### src/rtl/pzcorebus_1_to_m_switch_order_pkg.sv
// Shared types and helpers for the 1-to-m switch order controller.
// Latency: n/a (types and constant functions only).
// Backpressure: n/a.
// Contents: pzcorebus_order_state FSM encoding, calc_count_width() for counter sizing.
package pzcorebus_1_to_m_switch_order_pkg;

    typedef enum logic [1:0] {
        IDLE   = 2'd0,
        ACTIVE = 2'd1,
        DRAIN  = 2'd2
    } pzcorebus_order_state;

    // Bits needed to hold 0..max_outstanding inclusive.
    function automatic int calc_count_width(input int max_outstanding);
        return $clog2(max_outstanding + 1);
    endfunction

endpackage

### src/rtl/pzcorebus_1_to_m_switch_order_controller_if.sv
// Bundle of command gating, response completion and status signals for the order controller.
// Latency: n/a (wires only).
// Backpressure: carries valid/accept pairs; slave = controller side, master = surrounding logic.
// Parameters: PORT_WIDTH (master port index width), COUNT_WIDTH (outstanding counter width).
interface pzcorebus_1_to_m_switch_order_controller_if #(
    parameter int PORT_WIDTH  = 1,
    parameter int COUNT_WIDTH = 4
);
    logic                   scmd_valid;
    logic                   scmd_accept;
    logic [PORT_WIDTH-1:0]  scmd_port;
    logic                   scmd_non_posted;
    logic                   mcmd_valid;
    logic                   mcmd_accept;
    logic                   sresp_valid;
    logic                   sresp_accept;
    logic                   sresp_last;
    logic                   busy;
    logic [PORT_WIDTH-1:0]  current_port;
    logic [COUNT_WIDTH-1:0] outstanding;
    logic                   error;

    modport slave (
        input  scmd_valid, scmd_port, scmd_non_posted, mcmd_accept,
               sresp_valid, sresp_accept, sresp_last,
        output scmd_accept, mcmd_valid, busy, current_port, outstanding, error
    );

    modport master (
        output scmd_valid, scmd_port, scmd_non_posted, mcmd_accept,
               sresp_valid, sresp_accept, sresp_last,
        input  scmd_accept, mcmd_valid, busy, current_port, outstanding, error
    );
endinterface

### src/rtl/pzcorebus_outstanding_counter.sv
// Saturating up/down counter of in-flight requests.
// Latency: count updates on the clock edge after up/down; zero/full/underflow are combinational.
// Backpressure: none; callers gate 'up' with 'full'. 'down' at zero is ignored and flagged.
// Ports: clk, rst (sync, active-high), up, down -> count, zero, full, underflow.
module pzcorebus_outstanding_counter
    import pzcorebus_1_to_m_switch_order_pkg::*;
#(
    parameter int MAX_COUNT = 8,
    parameter int WIDTH     = calc_count_width(MAX_COUNT)
) (
    input  logic             clk,
    input  logic             rst,
    input  logic             up,
    input  logic             down,
    output logic [WIDTH-1:0] count,
    output logic             zero,
    output logic             full,
    output logic             underflow
);
    localparam logic [WIDTH-1:0] MAX_VAL = WIDTH'(MAX_COUNT);

    logic [WIDTH-1:0] count_q;
    logic             down_ok;
    logic             inc;
    logic             dec;

    assign zero      = (count_q == '0);
    assign full      = (count_q >= MAX_VAL);
    // A completion with nothing outstanding cannot belong to any tracked request,
    // even if a new request is issued in the same cycle.
    assign underflow = down & zero;
    assign down_ok   = down & ~zero;
    assign inc       = up & ~down_ok & ~full;
    assign dec       = down_ok & ~up;

    always_ff @(posedge clk) begin
        if (rst) begin
            count_q <= '0;
        end else if (inc) begin
            count_q <= count_q + WIDTH'(1);
        end else if (dec) begin
            count_q <= count_q - WIDTH'(1);
        end
    end

    assign count = count_q;
endmodule

### src/rtl/pzcorebus_1_to_m_switch_order_controller.sv
// Holds commands to a new master port until all responses from the current port have returned.
// Latency: 0-cycle combinational gating; state/count update on the edge after the handshake.
// Backpressure: deasserts mcmd_valid and scmd_accept together while the head command must wait.
// Ports: i_clk, i_rst (sync, active-high), bus (slave modport of the controller interface).
// Optional: PZCOREBUS_1_TO_M_SWITCH_ORDER_CONTROLLER_ERROR_CHECK_EN builds the sticky underflow flag.
module pzcorebus_1_to_m_switch_order_controller
    import pzcorebus_1_to_m_switch_order_pkg::*;
#(
    parameter int MASTERS         = 2,
    parameter int PORT_WIDTH      = (MASTERS > 1) ? $clog2(MASTERS) : 1,
    parameter int MAX_OUTSTANDING = 8,
    parameter int COUNT_WIDTH     = calc_count_width(MAX_OUTSTANDING)
) (
    input logic i_clk,
    input logic i_rst,
    pzcorebus_1_to_m_switch_order_controller_if.slave bus
);
    if (MAX_OUTSTANDING < 1 || (MASTERS > 1 && PORT_WIDTH < $clog2(MASTERS))) begin : g_bad_params
        $error("pzcorebus_1_to_m_switch_order_controller: inconsistent parameters");
    end

    pzcorebus_order_state   state_q;
    pzcorebus_order_state   state_d;
    logic [PORT_WIDTH-1:0]  current_port_q;
    logic [COUNT_WIDTH-1:0] count;
    logic                   zero;
    logic                   full;
    logic                   underflow;
    logic                   allow;
    logic                   same_port;
    logic                   cmd_done;
    logic                   resp_done;
    logic                   empty_next;

    assign same_port = (bus.scmd_port == current_port_q);
    assign cmd_done  = bus.scmd_valid & bus.scmd_accept & bus.scmd_non_posted;
    assign resp_done = bus.sresp_valid & bus.sresp_accept & bus.sresp_last;

    // Count will be zero after this edge. A completion at zero is ignored by the counter.
    assign empty_next = ~cmd_done & (zero | ((count == COUNT_WIDTH'(1)) & resp_done));

    pzcorebus_outstanding_counter #(
        .MAX_COUNT (MAX_OUTSTANDING),
        .WIDTH     (COUNT_WIDTH)
    ) u_counter (
        .clk       (i_clk),
        .rst       (i_rst),
        .up        (cmd_done),
        .down      (resp_done),
        .count     (count),
        .zero      (zero),
        .full      (full),
        .underflow (underflow)
    );

    always_ff @(posedge i_clk) begin
        if (i_rst) begin
            state_q <= IDLE;
        end else begin
            state_q <= state_d;
        end
    end

    always_comb begin
        state_d = state_q;
        allow   = 1'b0;
        case (state_q)
            IDLE: begin
                allow = 1'b1;
                if (cmd_done) begin
                    state_d = ACTIVE;
                end
            end
            ACTIVE: begin
                allow = same_port & (~bus.scmd_non_posted | ~full);
                // Any valid head command to another port commits to draining, even if the
                // head later changes. If the drain completes on this very edge, skip DRAIN.
                if (bus.scmd_valid & ~same_port) begin
                    state_d = empty_next ? IDLE : DRAIN;
                end else if (empty_next) begin
                    state_d = IDLE;
                end
            end
            DRAIN: begin
                if (empty_next) begin
                    state_d = IDLE;
                end
            end
            default: begin
                state_d = IDLE;
            end
        endcase
    end

    // Port ownership is only taken when the first non-posted request leaves IDLE.
    always_ff @(posedge i_clk) begin
        if (i_rst) begin
            current_port_q <= '0;
        end else if ((state_q == IDLE) && cmd_done) begin
            current_port_q <= bus.scmd_port;
        end
    end

    assign bus.mcmd_valid   = bus.scmd_valid & allow;
    assign bus.scmd_accept  = bus.mcmd_accept & allow;
    assign bus.busy         = ~zero;
    assign bus.current_port = current_port_q;
    assign bus.outstanding  = count;

`ifdef PZCOREBUS_1_TO_M_SWITCH_ORDER_CONTROLLER_ERROR_CHECK_EN
    logic error_q;

    always_ff @(posedge i_clk) begin
        if (i_rst) begin
            error_q <= 1'b0;
        end else if (underflow) begin
            error_q <= 1'b1;
        end
    end

    always_ff @(posedge i_clk) begin
        if (!i_rst) begin
            assert (!underflow)
                else $error("pzcorebus_1_to_m_switch_order_controller: response with no outstanding request");
        end
    end

    assign bus.error = error_q;
`else
    logic unused_underflow;
    assign unused_underflow = underflow;
    assign bus.error        = 1'b0;
`endif
endmodule

### src/flat_wrapper.sv
// flat-port wrapper written by rule: the top's interface ports become plain ports
module pzcorebus_1_to_m_switch_order_controller_flat import pzcorebus_1_to_m_switch_order_pkg::*;
#(
    parameter int MASTERS         = 2,
    parameter int PORT_WIDTH      = (MASTERS > 1) ? $clog2(MASTERS) : 1,
    parameter int MAX_OUTSTANDING = 8,
    parameter int COUNT_WIDTH     = calc_count_width(MAX_OUTSTANDING)
)
  (i_clk, i_rst, bus_scmd_valid, bus_scmd_port, bus_scmd_non_posted, bus_mcmd_accept, bus_sresp_valid, bus_sresp_accept, bus_sresp_last, bus_scmd_accept, bus_mcmd_valid, bus_busy, bus_current_port, bus_outstanding, bus_error);
  pzcorebus_1_to_m_switch_order_controller_if #(.PORT_WIDTH(PORT_WIDTH), .COUNT_WIDTH(COUNT_WIDTH)) bus_i ();
  input logic i_clk;
  input logic i_rst;
  input wire logic [$bits(bus_i.scmd_valid)-1:0] bus_scmd_valid;
  input wire logic [$bits(bus_i.scmd_port)-1:0] bus_scmd_port;
  input wire logic [$bits(bus_i.scmd_non_posted)-1:0] bus_scmd_non_posted;
  input wire logic [$bits(bus_i.mcmd_accept)-1:0] bus_mcmd_accept;
  input wire logic [$bits(bus_i.sresp_valid)-1:0] bus_sresp_valid;
  input wire logic [$bits(bus_i.sresp_accept)-1:0] bus_sresp_accept;
  input wire logic [$bits(bus_i.sresp_last)-1:0] bus_sresp_last;
  output wire logic [$bits(bus_i.scmd_accept)-1:0] bus_scmd_accept;
  output wire logic [$bits(bus_i.mcmd_valid)-1:0] bus_mcmd_valid;
  output wire logic [$bits(bus_i.busy)-1:0] bus_busy;
  output wire logic [$bits(bus_i.current_port)-1:0] bus_current_port;
  output wire logic [$bits(bus_i.outstanding)-1:0] bus_outstanding;
  output wire logic [$bits(bus_i.error)-1:0] bus_error;
  assign bus_i.scmd_valid = bus_scmd_valid;
  assign bus_i.scmd_port = bus_scmd_port;
  assign bus_i.scmd_non_posted = bus_scmd_non_posted;
  assign bus_i.mcmd_accept = bus_mcmd_accept;
  assign bus_i.sresp_valid = bus_sresp_valid;
  assign bus_i.sresp_accept = bus_sresp_accept;
  assign bus_i.sresp_last = bus_sresp_last;
  assign bus_scmd_accept = bus_i.scmd_accept;
  assign bus_mcmd_valid = bus_i.mcmd_valid;
  assign bus_busy = bus_i.busy;
  assign bus_current_port = bus_i.current_port;
  assign bus_outstanding = bus_i.outstanding;
  assign bus_error = bus_i.error;
  pzcorebus_1_to_m_switch_order_controller #(.MASTERS(MASTERS), .PORT_WIDTH(PORT_WIDTH), .MAX_OUTSTANDING(MAX_OUTSTANDING), .COUNT_WIDTH(COUNT_WIDTH)) u_core (.i_clk(i_clk), .i_rst(i_rst), .bus(bus_i));
endmodule
### config.mk
export PLATFORM = sky130hd
export DESIGN_NAME = pzcorebus_1_to_m_switch_order_controller_flat
export DESIGN_NICKNAME = d
export VERILOG_FILES = /design/src/rtl/pzcorebus_1_to_m_switch_order_pkg.sv /design/src/rtl/pzcorebus_1_to_m_switch_order_controller_if.sv /design/src/rtl/pzcorebus_outstanding_counter.sv /design/src/rtl/pzcorebus_1_to_m_switch_order_controller.sv /design/src/flat_wrapper.sv
export SDC_FILE = /design/constraint.sdc
export NUM_CORES = 1
export LEC_CHECK = 0
export ABC_AREA = 1
export CAP_MARGIN = 10
export CELL_PAD_IN_SITES_DETAIL_PLACEMENT = 0
export CELL_PAD_IN_SITES_GLOBAL_PLACEMENT = 1
export CORE_UTILIZATION = 27
export CTS_BUF_LIST = sky130_fd_sc_hd__clkbuf_8 sky130_fd_sc_hd__clkbuf_16
export DETAILED_ROUTE_END_ITERATION = 10
export PLACE_DENSITY = 0.75
export SKIP_CTS_REPAIR_TIMING = 1
export SYNTH_ARGS = -nofsm -noshare
export SYNTH_HDL_FRONTEND = slang
export SYNTH_SLANG_ARGS = --single-unit
### constraint.sdc
create_clock -name i_clk -period 1.45 [get_ports i_clk]
set_input_delay 0.145 -clock i_clk [delete_from_list [all_inputs] [get_ports i_clk]]
set_output_delay 0.145 -clock i_clk [all_outputs]
set_load 0.01 [all_outputs]
Word-level counts from Yosys, hierarchy flattened. Cells that the tools add are included.

Register bits: 7. Output and inout bits: 9. Input port bits: 9. Word-level logic and storage cells: 45.

Add/subtract/negate cells: 2. Bitwise operators: 22. Order comparisons: 1. Reduce and logical (&&, ||, !) cells: 4. Eq/ne operators: 5. Multiplexer cells: 8.

Operator list (count): 1-bit bitwise AND (14); 2-bit two-way mux (4); 4-bit two-way mux (2); 1-bit NOT (6); 2-bit one-hot mux with 3 select lines (1); 4-bit by 1-bit adder with 4-bit output (second input constant) (1); 4-bit by 1-bit == test with 1-bit output (second input constant) (1); 4-bit >= comparator (second input constant) (1); 4-bit zero test (1); 4-bit by 1-bit subtractor with 4-bit output (second input constant) (1); 2-bit by 1-bit == test with 1-bit output (second input constant) (1); 2-bit == test (second input constant) (1); 2-bit zero test (1); 2-bit by 1-bit inequality test with 1-bit output (second input constant) (1); 1-bit bitwise OR (2); 1-bit one-hot mux with 2 select lines (1); 2-bit nonzero test (1); 1-bit == test (1); 1-bit logical AND (1).

Longest topological paths before layout.
Depth after elaboration: 13. Gate-level depth with buffers: 10. Gate-level depth less buffers: 10.

Hierarchy. A second synthesis with hierarchy kept.

Cells, all modules: 89. Area, all modules: 549.3 sq um.

Modules (own cells, without submodules): pzcorebus_outstanding_counter (cells each 43, sequential area each 80.1 sq um, instances 1, area each 296.5 sq um); pzcorebus_1_to_m_switch_order_controller (cells each 46, sequential area each 60.1 sq um, instances 1, area each 252.7 sq um).

Worst setup path after synthesis. Ideal clock, no wire load.

Path type: register to register. From: register u_core.u_counter.count_q[0], in the netlist u_core.u_counter.count[0]. To: register u_core.u_counter.count_q[1], in the netlist u_core.u_counter.count[1]. Buffers on the path: 0. Stages on the path, launching flop included: 7. Clock period less this slack: 1.470 ns. Arrival: 1.354 ns. Slack: -0.020 ns. Cells stage by stage: dfxtp_1 -> inv_1 -> ha_1 -> a31oi_1 -> nand2_1 -> o211ai_1 -> nor2_1.

Longest elaborated chain between the ends: 11. Elaborated cells on any way between the ends: 21. Classes of those cells: 2 x add/sub; 1 x order compare; 3 x mux; 13 x bitwise; 2 x reduce/logical.

RTL lines: from (decl) (RTL line pzcorebus_outstanding_counter.sv:22) `logic [WIDTH-1:0] count_q;`; from (signal assigned) (RTL line pzcorebus_outstanding_counter.sv:40) `count_q <= count_q + WIDTH'(1);`; from (signal assigned) (RTL line pzcorebus_outstanding_counter.sv:42) `count_q <= count_q - WIDTH'(1);`; 4-bit >= comparator (RTL line pzcorebus_outstanding_counter.sv:28) `assign full = (count_q >= MAX_VAL);`; 1-bit NOT (RTL line pzcorebus_outstanding_counter.sv:33, pzcorebus_1_to_m_switch_order_controller.sv:75); 1-bit bitwise OR (RTL line pzcorebus_1_to_m_switch_order_controller.sv:75) `allow = same_port & (~bus.scmd_non_posted | ~full);`; 1-bit bitwise AND (RTL line pzcorebus_1_to_m_switch_order_controller.sv:75); 1-bit one-hot mux with 2 select lines (RTL line pzcorebus_1_to_m_switch_order_controller.sv:67) `case (state_q)`; 1-bit bitwise AND (RTL line pzcorebus_1_to_m_switch_order_controller.sv:105) `assign bus.scmd_accept = bus.mcmd_accept & allow;`; 1-bit bitwise AND (2 in a row) (RTL line pzcorebus_1_to_m_switch_order_controller.sv:36) `assign cmd_done = bus.scmd_valid & bus.scmd_accept & bus.scmd_non_posted;`; 1-bit bitwise AND or 1-bit NOT (tied branches) (RTL line pzcorebus_outstanding_counter.sv:33, pzcorebus_outstanding_counter.sv:34); 1-bit bitwise AND, on equally long branches (RTL line pzcorebus_outstanding_counter.sv:33, pzcorebus_outstanding_counter.sv:34); 4-bit two-way mux or 2-bit nonzero test (tied branches).

Several ways; a longest one is shown, not always the timed one. The select of a mux whose other input is x is not followed. A chain may end at the register's enable or synchronous reset.

Worst setup path in the final report.
From: register u_core.u_counter.count_q[3], in the netlist u_core.u_counter.count[3]. To: output bus_outstanding[3].

RTL lines: to (decl) (RTL line flat_wrapper.sv:24) `output wire logic [$bits(bus_i.outstanding)-1:0] bus_outstanding;`.

No word-level cell between the ends.

==> results by group <==
Run status
  – Status: finished clean

Synthesis
  – Ys flop type: dfxtp_1
  – Post-Syn Area: ~540 um^2
  – Post-synth top area share: roughly a quarter
  – Cells after Synth: between 70 and 80
  – Syn Area/Cell: 6.898 um^2
  – Sequential share of the synthesized area: between 20% and 30%
  – Post-synthesis async set-or-reset flop share: 0%
  – Synth top area cells: dfxtp_1 (26%), nand2_1 (9.8%), nand3_1 (7.4%)
  – Syn_nets: 90
  – Ys Warns: 0
  – Top-count cell post-synth: nand2_1
  – Synth cell types: 22
  – Post-synth EDFFs: 0
  – Cell taking the most area after synthesis: dfxtp_1
  – Synthesis-stage register bit count: 7
  – Post-synth top cells: nand2_1 (14), inv_1 (10), nand3_1 (8), dfxtp_1 (7)

Layout
  – Multi-input gate area in the final layout: 376.6 um^2
  – Layout cells sized above 1: ~27%
  – Number of diodes: 0
  – Register area: about 140 um^2
  – Synthesis-to-finish area growth: 65.12%
  – Fin nets: 120
  – Non-Filler Instances: between 100 and 150
  – Fillers: around 190

Global routing
  – Initial antenna violation count: 0
  – Gr usage total: 14.25%
  – Grt ovf: 0
  – Wire length of the first global-routing pass: about 2100 um
  – Vias in the first global route: roughly 520
  – Pin count of the biggest net entering global routing: 7

Drt
  – DRT Wirelength: around 1300 um
  – Drt pass-1 iters: 4
  – Vias per cell: 4.379
  – Average wire per standard cell: between 10 and 15 um
  – Vias: slightly below 600
  – DRC: 0
  – Initial DRC Count: 6
  – Post-route ant nets: 0

Clock network
  – CTS Root Cell: clkbuf_8
  – Max clock buf depth: 2
  – Sink Count: 7
  – Clock slew at reported path FFs: 40 ps
  – H-tree Lvls: 1
  – CTS tree: done
  – Num CTS Buffers: 3
  – Worst-Skew Late Latency: between 200 and 250 ps

Timing
  – Min Tclk post-route: ~1400 ps
  – Unrepaired setup endpoints after global routing: true
  – Period utilization: 96.20%
  – Final Hold Fails: 0
  – Fmax achieved: slightly above 700 MHz
  – Final setup vio count: 0
  – Post-route setup slack: around 55 ps
  – Slew Viols, Final: 0
  – Clock Skew: about 8.3 ps
  – Setup TNS: 0 ps

Die
  – Die height: ~47 um
  – Die width: approximately 47 um
  – Initial core utilization: ~30%
  – Num ports: 18
  – Num rows: 15
  – Total die area: 2175 um^2
  – Core ar.: 1802 um^2

Run
  – Max cap viols: 0

Placed design
  – DP Cell Count: 128
  – Global placement routability congestion: about 0.77
  – IO buf count: 16
  – Placement Setup Slack: -333.3 ps
  – Post-DP HPWL: approximately 1100 um

Min path
  – Hold path endpoint: u_core.bus.current_port
  – HP Start: bus_scmd_port
  – Hold depth: 3
  – Worst Hold Class: primary input to register

Setup path
  – Reg2reg start: u_core.state_q[1]
  – Worst reg2reg path depth: 7
  – Critical path class: register to primary output
  – R2R Setup Slk: about 55 ps
  – R2r endpoint: u_core.bus.current_port
  – Critical path arrival: 1250 ps
  – Critical Path End Type: primary output
  – Worst setup SP type: register
  – CP Data Required Time: 1310 ps
  – Critical Path Fanout Max: 4

Power
  – Pwr dens: slightly below 800 nW/um^2
  – Static Leak: approximately 0.43 nW
  – Max rail drop VDD: around 450 uV
report_power, final:
group / internal, W / switching (W) / total [W]
clock network: 0.000183 / 0.0000881 / 0.000271
registers: 0.000203 / 0.00000519 / 0.000208
logic: 0.000104 / 0.000102 / 0.000206
total: 0.000490 / 0.000196 / 0.000685
through the flow:
step                total power, W  hold slack (ps)  utilization, %  instance area, um^2
finish                   0.0006854            255.9           49.31                888.4
global route             0.0007282            275.0           49.31                888.4
CTS                      0.0006876            498.6           47.29                852.1
detailed placement       0.0004119            492.7           44.79                807.0
global placement         0.0004110            493.9           44.79                807.0
floorplan                0.0003141            214.1               -                548.0
state kept, by name, summed over array words and instances, names as in the netlist:
signal / cells
u_core.u_counter.count: 4
u_core.bus.current_port: 1
u_core.state_q: 2
logic make-up after synthesis:
group / share of synthesized area [%]
compound gates: 13.49
fa+ha+maj: 6.977
buf+inv: 9.769
flops: 26.05
other cells: 0.6970
simple gates: 43.02
layer usage:
metal | vias up | share of wire, % | track usage, %
li1 | 316 | - | -
met1 | 245 | 50 | 18.33
met2 | 13 | 43 | 21.94
met3 | 4 | 4.8 | 3.529
met4 | 0 | 1.6 | 6.857
met5 | - | 0 | 0
worst max-delay path, stage by stage (launching register included):
cell and delay [ps]:
dfxtp_1 340, buf_4 150, clkdlybuf4s50_1 530
cells in the final DEF, fill, tap and decap left out:
cell and count:
nor2_4 1, o211ai_1 1, clkdlybuf4s50_1 12, nor2_1 5, nand3_2 1, a31oi_2 1
dfxtp_1 6, a21oi_1 4, or2_4 2, buf_4 9, nand3_4 1, ha_1 2
nand2_1 14, dlymetal6s2s_1 4, nand2_4 1, a21boi_0 1, nand4_1 6, inv_1 11
nor3_1 2, conb_1 1, nand3_1 8, clkbuf_8 3, a21oi_2 1, a21oi_4 2
nand2_2 2, buf_6 1, dfxtp_2 1, inv_2 2, o21ai_0 1, ha_2 1
worst max-delay path by stage:
stage                                    from                        end  slack (ps)
finish              u_core.u_counter.count[3]         bus_outstanding[3]          60
global route              bus_scmd_non_posted  u_core.u_counter.count[0]          -5
global placement                bus_scmd_port            bus_scmd_accept        -290
floorplan           u_core.u_counter.count[0]  u_core.u_counter.count[2]          20
detailed placement              bus_scmd_port            bus_scmd_accept        -330
CTS                             bus_scmd_port            bus_scmd_accept        -340
cell type report:
| class | instances | area share, % |
|---|---|---|
| Multi-Input combinational cell | 58 | 42.39 |
| Timing Repair Buffer | 26 | 28.03 |
| Sequential cell | 7 | 15.92 |
| Inverter | 12 | 5.070 |
| Clock buffer | 3 | 4.648 |
| Tap cell | 25 | 3.521 |
| Clock inverter | 1 | 0.4225 |
No activity file was read; power rests on OpenSTA's default activity.
